[src/rtl/mul_exec_unit_pkg.sv]
// mul_exec_unit_pkg: widths, default latency and stage record shared with the RS and broadcast consumers
package mul_exec_unit_pkg;
  localparam int TAG_W = 5;
  localparam int DATA_W = 32;
  localparam int MUL_LATENCY = 3;
  typedef struct packed {
    logic              valid;
    logic [TAG_W-1:0]  tag;
    logic [TAG_W-1:0]  dst;
    logic [DATA_W-1:0] data;
  } stage_t;
endpackage

[src/rtl/mul_exec_unit_mul16x16_pp.sv]
// mul16x16_pp: combinational 16x16 unsigned partial-product multiplier
module mul16x16_pp (
  input  logic [15:0] i_a,
  input  logic [15:0] i_b,
  output logic [31:0] o_p
);
  // full 32-bit unsigned product of the two halves
  always_comb o_p = i_a * i_b;
endmodule

[src/rtl/mul_exec_unit.sv]
// mul_exec_unit: pipelined 32x32 multiply unit returning the low product word on the MUL broadcast bus
module mul_exec_unit
  import mul_exec_unit_pkg::*;
#(
  parameter int LATENCY = MUL_LATENCY
) (
  input  logic              clk,
  input  logic              reset,
  input  logic              iss_valid,
  input  logic              iss_we,
  input  logic [TAG_W-1:0]  iss_dst,
  input  logic [TAG_W-1:0]  iss_dst_tag,
  input  logic [DATA_W-1:0] iss_val1,
  input  logic [DATA_W-1:0] iss_val2,
  input  logic              flush,
  output logic              we_MUL,
  output logic [TAG_W-1:0]  tag_MUL,
  output logic [TAG_W-1:0]  dst_MUL,
  output logic [DATA_W-1:0] val_MUL,
  output logic [3:0]        inflight
);
  localparam int DLY = LATENCY - 3;
  stage_t            r_s1;
  logic [DATA_W-1:0] r_b;
  stage_t            r_s2;
  logic [31:0]       r_lh;
  logic [31:0]       r_hl;
  stage_t            r_st [DLY:0];
  logic [31:0]       w_ll;
  logic [31:0]       w_lh;
  logic [31:0]       w_hl;
  logic [DATA_W-1:0] w_sum;
  mul16x16_pp u_ll (.i_a(r_s1.data[15:0]),  .i_b(r_b[15:0]),  .o_p(w_ll));
  mul16x16_pp u_lh (.i_a(r_s1.data[15:0]),  .i_b(r_b[31:16]), .o_p(w_lh));
  mul16x16_pp u_hl (.i_a(r_s1.data[31:16]), .i_b(r_b[15:0]),  .o_p(w_hl));
  // S1: capture the issued entry; ops that do not write a register, or that meet a flush, are dropped here
  always_ff @(posedge clk or negedge reset)
    if (!reset) begin
      r_s1 <= '0;
      r_b  <= '0;
    end else begin
      r_s1 <= '{valid: iss_valid & iss_we & ~flush, tag: iss_dst_tag, dst: iss_dst, data: iss_val1};
      r_b  <= iss_val2;
    end
  // S2: register the partial products; AH*BH only affects bits above 31 so it is never formed
  always_ff @(posedge clk or negedge reset)
    if (!reset) begin
      r_s2 <= '0;
      r_lh <= '0;
      r_hl <= '0;
    end else begin
      r_s2 <= '{valid: r_s1.valid & ~flush, tag: r_s1.tag, dst: r_s1.dst, data: w_ll};
      r_lh <= w_lh;
      r_hl <= w_hl;
    end
  // low word of the product: unsigned partial sums truncated to 32 bits equal the signed result
  always_comb w_sum = r_s2.data + ((r_lh + r_hl) << 16);
  // S3 result stage followed by pure delay stages; the last entry drives the broadcast bus
  always_ff @(posedge clk or negedge reset)
    if (!reset) begin
      for (int k = 0; k <= DLY; k++) r_st[k] <= '0;
    end else begin
      r_st[0] <= '{valid: r_s2.valid & ~flush, tag: r_s2.tag, dst: r_s2.dst, data: w_sum};
      for (int k = 1; k <= DLY; k++)
        r_st[k] <= '{valid: r_st[k-1].valid & ~flush, tag: r_st[k-1].tag, dst: r_st[k-1].dst, data: r_st[k-1].data};
    end
  // broadcast straight from the output stage register
  always_comb begin
    we_MUL  = r_st[DLY].valid;
    tag_MUL = r_st[DLY].tag;
    dst_MUL = r_st[DLY].dst;
    val_MUL = r_st[DLY].data;
  end
  // occupancy is the number of live stage valid bits
  always_comb begin
    inflight = 4'(r_s1.valid) + 4'(r_s2.valid);
    for (int k = 0; k <= DLY; k++) inflight = inflight + 4'(r_st[k].valid);
  end
endmodule

[config.mk]
export PLATFORM = sky130hd
export DESIGN_NAME = mul_exec_unit
export DESIGN_NICKNAME = d
export VERILOG_FILES = /design/src/rtl/mul_exec_unit_pkg.sv /design/src/rtl/mul_exec_unit_mul16x16_pp.sv /design/src/rtl/mul_exec_unit.sv
export SDC_FILE = /design/constraint.sdc
export NUM_CORES = 1
export LEC_CHECK = 0
export BUFFER_PORTS_ARGS = -buffer_cell sky130_fd_sc_hd__buf_4
export CORE_MARGIN = 3
export CORE_UTILIZATION = 36
export CTS_CLUSTER_DIAMETER = 100
export DETAILED_ROUTE_END_ITERATION = 8
export SLEW_MARGIN = 0
export SYNTH_ARGS = -nofsm -noshare
export SYNTH_HDL_FRONTEND = slang
export SYNTH_HIERARCHICAL = 1
export SYNTH_SLANG_ARGS = --single-unit
[constraint.sdc]
create_clock -name clk -period 17.5 [get_ports clk]
set_input_delay 0.875 -clock clk [delete_from_list [all_inputs] [get_ports clk]]
set_output_delay 0.875 -clock clk [all_outputs]
set_load 0.05 [all_outputs]
==> qor.yml, run 1 <==
outcome:
  outcome: "completed"
critical_path:
  worstSetupPathType: "reg -> reg"
  r2r_cells: 18
  worstPathArrival_ns: 6.79
  r2r-end: "r_s2[28]"
  cp_max_fo: 27
  endpoint_kind: "flip-flop"
  r2r_slack_ns: 11.08
  worst_setup_path_start_kind: "flip-flop"
  crit_required_ns: 17.87
  r2r-start: "r_s1[5]"
timing:
  rsz0062_at_grt: "false"
  final_hold_viol_count: 0
  tns_ns: 0
  finClkSkew_ns: 0.0212
  maxSlewHeadroom: 0.314
  finalCritPeriodShare: 0.367
  slew_viol_final: 0
  max_freq_mhz: 156
  fin_ws_ns: 11.08
  setup_violations: 0
  worst_slew_pin_slew_ns: 1.03
  period_minus_slack_ns: 6.42
floorplan:
  core_um2: 63300
  die_height_um: 259
  die_w_um: 259
  fp.dieArea_um2: 67200
  rows: 92
  initial_core_util: 0.365
  pin_count: 126
logic_synthesis:
  synth_warnings: 6
  avgSynthCellArea_um2: 9.84
  netlist_instances: 2347
  syn-cell-area_um2: 23100
  synth_nets: 3050
cts:
  cts_tree: "built"
  cts-root-buf: "clkbuf_16"
  path_clk_slew_ns: 0.09
  clockBufferDepth: 2
  clock_sinks: 193
  clock_latency_ns: 0.50
  hold_buffers: 0
  htree_levels: 4
  cts_buffers: 17
  post_cts_buffers: 0
  cts_resized: 0
place:
  gp_congestion: 0.879
  place_hpwl_mm: 46.2
  placedInstanceArea_um2: 24800
  io_buffers: 124
  place_ws_ns: 11.14
routing:
  routedWlPerCell_um: 18.5
  final_antenna_net_count: 0
  via_count: 15700
  first_pass_iters: 7
  wl_mm: 60.3
  drc: 0
  vias_per_cell: 4.83
  drtIter0Drc: 1010
final_layout:
  synthToLayoutAreaGrowth_pct: 10.4
  diodes: 0
  fin_nets: 3105
  drive_gt1_frac: 0.0824
  fillCellCount: 6194
  register_area_um2: 4830
  stdcell_area_um2: 25500
  multi_input_area_um2: 16100
pwr:
  vdd_ir_drop_max_mv: 0.187
  p_leak_nw: 13.0
  power_density_nw_per_um2: 231
global_routing:
  grt_first_pass_wirelength_mm: 96.4
  grt_overflow: 0
  grt_pass1_vias: 17300
  antenna_found_initial: 1
  grt_start_max_net_pins: 133
  grtUsageTotal: 0.186
worst_hold_path:
  hold_depth: 0
  min_from: "r_s2[35]"
  hp-class: "reg -> reg"
  min_to: "dst_MUL[3]"
run:
  cap_viol_max_count: 0
==> layout by cell type (no fill, tap or decap), types with 10 or more instances in the layout <==
cell type  instances
a21oi_1           61
xor2_1            23
nand3_1           13
xnor2_1           53
clkbuf_16         17
buf_4            142
a21o_1            33
nor2b_1           11
o21ai_0           34
nand2_1          306
o21a_1            10
and2_1           258
ha_1             239
dfrtp_1          193
fa_1             385
nor2_1            45
inv_1            480
==> worst max-delay path by stage <==
stage / from / endpoint / slack [ns] / cells past startpoint
4_1_cts: r_s1[5] / r_s2[30] / 11.07 / 18
2_1_floorplan: r_b[1] / r_s2[28] / 11.77 / 19
3_3_place_gp: r_s1[5] / r_s2[28] / 11.27 / 18
5_1_grt: r_s1[5] / r_s2[28] / 10.73 / 20
3_5_place_dp: r_s1[5] / r_s2[30] / 11.14 / 18
6_report: r_s1[5] / r_s2[28] / 11.08 / 18
==> worst max-delay path, cell delays in order (launching register included) <==
cell and delay, ns:
dfrtp_1 1.03, and2_1 0.26, fa_1 0.41, inv_1 0.08
fa_1 0.44, fa_1 0.50, fa_1 0.55, inv_1 0.05
fa_1 0.47, inv_1 0.05, fa_1 0.48, inv_1 0.04
ha_1 0.46, nand4_4 0.13, a311o_1 0.39, a31o_1 0.24
o41ai_1 0.42, a21oi_1 0.14, xnor2_1 0.14
==> where the power goes <==
group	leakage, nW	internal, W	switching (W)
sequential	2.27	0.000630	0.0000845
clock	0.323	0.000206	0.000241
combinational	10.4	0.00190	0.00282
total	13.0	0.00274	0.00314
==> state kept, by name (all words and copies together) (netlist names) <==
name	count
r_lh	16
we_MUL	1
dst_MUL	5
tag_MUL	5
r_b	32
r_s2	43
r_hl	16
val_MUL	32
r_s1	43
==> layout make-up <==
cell class,instances,area share
Timing Repair Buffer,143,0.0424
Sequential cell,193,0.189
Inverter,480,0.0707
Multi-Input combinational cell,1567,0.629
Clock inverter,15,0.00986
Clock buffer,17,0.0167
Tap cell,846,0.0415
==> routing by layer <==
metal  routed length, um  vias to the layer above  track usage
met3                3260                       61       0.0344
li1                    -                     7125            -
met2               29400                      439        0.313
met1               26400                     8111        0.246
met5                   0                        -            0
met4                1200                        0       0.0540
==> per-stage QoR <==
step / hold slack, ns / utilization / std cells / power [W]
final: 0.346 / 0.403 / 3261 / 0.00588
after detailed placement: 0.335 / 0.392 / 3229 / 0.00540
after global routing: 0.360 / 0.403 / 3261 / 0.00647
after CTS: 0.356 / 0.403 / 3261 / 0.00590
after floorplan: 0.331 / - / 2347 / 0.00411
after global placement: 0.332 / 0.392 / 3229 / 0.00532
Power figures use the tool's default switching activity.
==> inputs of run 2 (changes only) <==
==> constraint.sdc (replaced) <==
create_clock -name clk -period 6.32 [get_ports clk]
set_input_delay 0.316 -clock clk [delete_from_list [all_inputs] [get_ports clk]]
set_output_delay 0.316 -clock clk [all_outputs]
set_load 0.05 [all_outputs]
==> run 2 against run 1 <==
Effect of this change: total power increased to 2.8 times the previous value; clock-buffer cell count did not move; hold slack improved by 0.0077 ns; final cell count increased by 3.4%; via count up 3.6%; first-iteration DRC count is 18% lower; combinational power rose to 2.8 times the previous value; sequential power grew to 2.8 times the previous value; register-to-register slack got worse by 11 ns; fmax increased by 5.8%; core utilization is 1.6 points higher; global-route usage rose by 0.41 points; critical endpoint unchanged; largest power group unchanged.
==> qor.yml, run 2 (synthesis gave the netlist of run 1 again) <==
critical_path:
  cpMostUsedCell: "fa_1"  # unchanged
  critPathMaxStageDelay_ns: 0.61  # was 1.03 ns
  cp_max_fo: 15  # was 27
  endpoint_kind: "flip-flop"  # unchanged
  worst_setup_path_start_kind: "flip-flop"  # unchanged
  worstSetupPathType: "reg -> reg"  # unchanged
  critical_path.cell_chain: "and2_1 > fa_1 > inv_1 > fa_1 > fa_1 > inv_1 > fa_1 > fa_1 > inv_1 > fa_1 > inv_1 > ha_1 > and2_4 > nand4_4 > a311o_1 > a31o_1 > o41ai_1 > a21oi_1 > xnor2_1"  # was and2_1 > fa_1 > inv_1 > fa_1 > fa_1 > fa_1 > inv_1 > fa_1 > inv_1 > fa_1 > inv_1 > ha_1 > nand4_4 > a311o_1 > a31o_1 > o41ai_1 > a21oi_1 > xnor2_1
  worstPathArrival_ns: 6.45  # was 6.79 ns
  crit_required_ns: 6.70  # was 17.87 ns
  critPathSlowestCell: "dfrtp_1"  # unchanged
timing:
  slew_viol_final: 0  # unchanged
  tns_ns: 0  # unchanged
  maxSlewHeadroom: 0.440  # was 0.314
  fin_hold_ws_ns: 0.354  # was 0.346 ns
  max_freq_mhz: 165  # was 156 MHz
  rsz0062_at_grt: "false"  # unchanged
  period_minus_slack_ns: 6.07  # was 6.42 ns
  final_hold_viol_count: 0  # unchanged
  worst_slew_pin_slew_ns: 0.840  # was 1.03 ns
  finalCritPeriodShare: 0.960  # was 0.367
  finClkSkew_ns: 0.0215  # was 0.0212 ns
  setup_violations: 0  # unchanged
  fin_ws_ns: 0.253  # was 11.08 ns
cts:
  post_cts_buffers: 0  # unchanged
  cts_buffers: 17  # unchanged
  path_clk_slew_ns: 0.08  # was 0.09 ns
  htree_levels: 4  # unchanged
  clock_sinks: 193  # unchanged
  clock_latency_ns: 0.51  # was 0.50 ns
  clockBufferDepth: 2  # unchanged
  cts_tree: "built"  # unchanged
  cts-root-buf: "clkbuf_16"  # unchanged
routing:
  final_antenna_net_count: 0  # unchanged
  wl_mm: 62.0  # was 60.3 mm
  first_pass_iters: 5  # was 7
  vias_per_cell: 4.84  # was 4.83
  routedWlPerCell_um: 18.4  # was 18.5 um
  via_count: 16300  # was 15700
  drc: 0  # unchanged
  drtIter0Drc: 826  # was 1010
final_layout:
  final_cell_mix: "inv_1, fa_1, nand2_1, and2_1, ha_1"  # unchanged
  final_cells: 3371  # was 3261
  drive_gt1_frac: 0.0950  # was 0.0824
  synthToLayoutAreaGrowth_pct: 14.7  # was 10.4%
  diodes: 0  # unchanged
  layout.cells.most_common: "inv_1"  # unchanged
  reg.largest.list: "r_s1 (43), r_s2 (43)"  # unchanged
  fin_nets: 3215  # was 3105
pwr:
  power_density_nw_per_um2: 618  # was 231 nW/um2
  p_leak_nw: 13.4  # was 13.0 nW
  vdd_ir_drop_max_mv: 0.635  # was 0.187 mV
global_routing:
  grt_overflow: 0  # unchanged
  grt_pass1_vias: 17600  # was 17300
  antenna_found_initial: 0  # was 1
  grt_first_pass_wirelength_mm: 98.1  # was 96.4 mm
  grt_start_max_net_pins: 100  # was 133
  grtUsageTotal: 0.190  # was 0.186
place:
  place_ws_ns: 0.266  # was 11.14 ns
  gp_congestion: 0.899  # was 0.879
  io_buffers: 124  # unchanged
  placed_cells: 3261  # was 3229
  place_hpwl_mm: 49.5  # was 46.2 mm
floorplan:
  initial_core_util: 0.365  # unchanged
  fp.dieArea_um2: 67200  # unchanged
  rows: 92  # unchanged
  die_height_um: 259  # unchanged
  pin_count: 126  # unchanged
  die_w_um: 259  # unchanged
  core_um2: 63300  # unchanged
run:
  cap_viol_max_count: 0  # unchanged
worst_hold_path:
  hp-class: "reg -> reg"  # unchanged
outcome:
  outcome: "completed"  # unchanged
## run 2: cell count changes in the layout (fill, tap and decap cells not counted), sizes merged
| cell | change |
|---|---|
| buf | +32 |
| clkinv | -1 |
| dlygate4sd3 | +78 |
| inv | +1 |
## run 2: area by class of cell
| type | count | area (um2) |
|---|---|---|
| fill | 6205 | 36800 |
| clock inverter | 15 | 200 |
| multi-input combinational | 1567 | 16100 |
| tap | 846 | 1060 |
| sequential | 193 | 4840 |
| clock buffer | 17 | 425 |
| timing repair buffer | 253 | 2100 |
| inverter | 480 | 1800 |
## run 2: where the power goes
part | internal (W) | switching [W]
combinational | 0.00532 | 0.00787
clock | 0.000549 | 0.000642
sequential | 0.00175 | 0.000249
total | 0.00761 | 0.00876
## run 2: final timing paths
check	from	to	slack, ns	cells after the start
worst min-delay path	r_s2[0]	val_MUL[0]	0.35	0
worst max-delay path	r_s1[7]	r_s2[28]	0.25	19
max in group asynchronous	reset	r_b[12]	4.66	3
worst min register to register	r_s2[0]	val_MUL[0]	0.35	0
min in group asynchronous	reset	r_b[23]	0.47	2
worst max register to register	r_s1[7]	r_s2[28]	0.25	19
## run 2: per-layer routing
metal,GRT usage,part of all wire,up-vias
li1,-,-,7340
met1,0.256,0.44,8415
met2,0.312,0.48,465
met3,0.0297,0.051,83
met4,0.0696,0.030,0
met5,0,0,-
## run 2: repair_timing
item,in CTS,in global routing
setup endpoints to repair,0,3
hold buffers,78,0
hold endpoints to repair,174,0
gates resized for setup,0,9
## run 2: critical path: cells and delay by family, from the launching register on
family	cells	cell delay, ns
adders and majority gates	7	3.26
AOI/OAI and AO/OA	4	1.17
DFF	1	0.61
and+or+nand+nor	3	0.59
buffers and inverters	4	0.21
xor gates and xnor gates	1	0.13
## run 2: metrics by stage
| stage | util | total power [W] | cell area (um2) |
|---|---|---|---|
| global placement | 0.396 | 0.0149 | 25100 |
| floorplan | - | 0.0114 | 23100 |
| CTS | 0.418 | 0.0164 | 26500 |
| finish | 0.418 | 0.0164 | 26500 |
| detailed placement | 0.396 | 0.0151 | 25100 |
| global route | 0.418 | 0.0180 | 26500 |
==> inputs of run 3 (changes only) <==
--- a/config.mk
+++ b/config.mk
@@ -10,6 +10,7 @@
 export CORE_UTILIZATION = 36
 export CTS_CLUSTER_DIAMETER = 100
 export DETAILED_ROUTE_END_ITERATION = 8
+export PLACE_DENSITY = 0.52
 export SLEW_MARGIN = 0
 export SYNTH_ARGS = -nofsm -noshare
 export SYNTH_HDL_FRONTEND = slang
==> run 3 against run 2 <==
Effect of this change: combinational power about the same; final area grew 0.24%; critical path depth is 1 lower; clock-buffer cell count is the same; core utilization grew 0.099 points; total power is essentially flat; critical path type unchanged; largest cell class unchanged.
==> qor.yml, run 3 (synthesis gave the netlist of run 1 again) <==
floorplan:
  pin_count: 126  # unchanged
  die_w_um: 259  # unchanged
  die_height_um: 259  # unchanged
  initial_core_util: 0.365  # unchanged
  fp.dieArea_um2: 67200  # unchanged
  core_um2: 63300  # unchanged
  rows: 92  # unchanged
pwr:
  vdd_ir_drop_max_mv: 0.583  # was 0.635 mV
  power_density_nw_per_um2: 616  # was 618 nW/um2
  p_total_w: 0.0164  # about the same
  p_leak_nw: 13.4  # about the same
global_routing:
  grt_pass1_vias: 17600  # about the same
  grt_first_pass_wirelength_mm: 99.8  # was 98.1 mm
  antenna_found_initial: 0  # unchanged
  grtUsageTotal: 0.195  # was 0.190
  grt_start_max_net_pins: 67  # was 100
  grt_overflow: 0  # unchanged
timing:
  rsz0062_at_grt: "false"  # unchanged
  fin_hold_ws_ns: 0.329  # was 0.354 ns
  slew_viol_final: 0  # unchanged
  worst_slew_pin_slew_ns: 0.914  # was 0.840 ns
  maxSlewHeadroom: 0.391  # was 0.440
  final_hold_viol_count: 0  # unchanged
  finClkSkew_ns: 0.0188  # was 0.0215 ns
  setup_violations: 0  # unchanged
  period_minus_slack_ns: 6.11  # was 6.07 ns
  max_freq_mhz: 164  # was 165 MHz
  tns_ns: 0  # unchanged
  finalCritPeriodShare: 0.967  # was 0.960
routing:
  drtIter0Drc: 792  # was 826
  final_antenna_net_count: 0  # unchanged
  wl_mm: 62.0  # about the same
  vias_per_cell: 4.73  # was 4.84
  via_count: 16000  # was 16300
  first_pass_iters: 5  # unchanged
  routedWlPerCell_um: 18.4  # about the same
  drc: 0  # unchanged
final_layout:
  fin_util: 0.419  # was 0.418
  fin_nets: 3218  # was 3215
  fillCellCount: 6275  # was 6205
  layout.cells.most_common: "inv_1"  # unchanged
  diodes: 0  # unchanged
  drive_gt1_frac: 0.0930  # was 0.0950
  synthToLayoutAreaGrowth_pct: 14.9  # was 14.7%
  reg.largest.list: "r_s1 (43), r_s2 (43)"  # unchanged
  final_cells: 3374  # was 3371
  final_cell_mix: "inv_1, fa_1, nand2_1, and2_1, ha_1"  # unchanged
place:
  gp_congestion: 0.902  # was 0.899
  io_buffers: 124  # unchanged
  place_hpwl_mm: 50.5  # was 49.5 mm
  placed_cells: 3264  # was 3261
cts:
  htree_levels: 4  # unchanged
  path_clk_slew_ns: 0.09  # was 0.08 ns
  cts-root-buf: "clkbuf_16"  # unchanged
  post_cts_buffers: 0  # unchanged
  clockBufferDepth: 2  # unchanged
  cts_tree: "built"  # unchanged
  clock_sinks: 193  # unchanged
  clock_latency_ns: 0.51  # about the same
  cts_buffers: 17  # unchanged
critical_path:
  critPathSlowestCell: "dfrtp_1"  # unchanged
  critical_path.cell_chain: "and2_1 > fa_1 > ha_1 > inv_1 > fa_1 > fa_1 > inv_1 > fa_1 > inv_1 > fa_1 > inv_1 > ha_1 > nand4_4 > a311o_1 > a31o_1 > o41ai_1 > a21oi_1 > xnor2_1"  # was and2_1 > fa_1 > inv_1 > fa_1 > fa_1 > inv_1 > fa_1 > fa_1 > inv_1 > fa_1 > inv_1 > ha_1 > and2_4 > nand4_4 > a311o_1 > a31o_1 > o41ai_1 > a21oi_1 > xnor2_1
  crit_required_ns: 6.71  # was 6.70 ns
  endpoint_kind: "flip-flop"  # unchanged
  worst_setup_path_start_kind: "flip-flop"  # unchanged
  worstSetupPathType: "reg -> reg"  # unchanged
  cp_max_fo: 17  # was 15
  worstPathArrival_ns: 6.50  # was 6.45 ns
  critPathMaxStageDelay_ns: 0.93  # was 0.61 ns
  r2r_cells: 18  # was 19
  cpMostUsedCell: "fa_1"  # unchanged
outcome:
  outcome: "completed"  # unchanged
run:
  cap_viol_max_count: 0  # unchanged
worst_hold_path:
  hp-class: "in -> async"  # was reg -> reg
run 3: area by class of cell:
| cell class | count | area, um2 | share of cell area |
|---|---|---|---|
| clock inverter | 15 | 229 | 0.00863 |
| clock buffer | 17 | 425 | 0.0160 |
| multi-input combinational | 1567 | 16100 | 0.605 |
| sequential | 193 | 4830 | 0.182 |
| inverter | 480 | 1800 | 0.0679 |
| tap | 846 | 1060 | 0.0399 |
| timing repair buffer | 256 | 2140 | 0.0805 |
run 3: final timing paths:
kind / slack, ns / endpoint / from
max: 0.21 / r_s2[28] / r_s1[1]
min: 0.33 / r_lh[0] / reset
max reg2reg: 0.21 / r_s2[28] / r_s1[1]
min reg2reg: 0.34 / val_MUL[11] / r_s2[11]
max in group asynchronous: 4.67 / r_hl[14] / reset
min in group clk: 0.34 / val_MUL[11] / r_s2[11]
run 3: routing by layer:
metal  part of all wire  routed length [um]  global-route usage  up-vias
met5                  0                   0                   0        -
met4              0.033                2040              0.0726        0
met3              0.039                2420              0.0311       78
met2               0.47               29300               0.315      351
met1               0.46               28300               0.265     8174
li1                   -                   -                   -     7350
run 3: timing repair:
action,CTS,global route
endpoints found under the setup margin,0,1
gates resized for setup,0,2
endpoints found under the hold margin,141,0
hold buffers,78,0
run 3: stage by stage:
step | worst slack, ns | cell area (um2)
after global routing | 0.0100 | 26500
final | 0.209 | 26500
after floorplan | 0.593 | 23100
after CTS | 0.238 | 26500
after detailed placement | 0.276 | 25100
after global placement | 0.276 | 25100
run 3: worst max-delay path, delay by kind of cell (launching register included):
family,cells,cell delay (ns)
adder cells (fa/ha/maj),7,3.09
AO/OA/AOI/OAI,4,1.22
flip-flops,1,0.93
AND/OR/NAND/NOR,2,0.40
buffers and inverters,4,0.20
XOR/XNOR,1,0.13
run 3: where the power goes:
part | switching, W | internal (W)
sequential | 0.000231 | 0.00174
clock | 0.000655 | 0.000565
combinational | 0.00779 | 0.00537
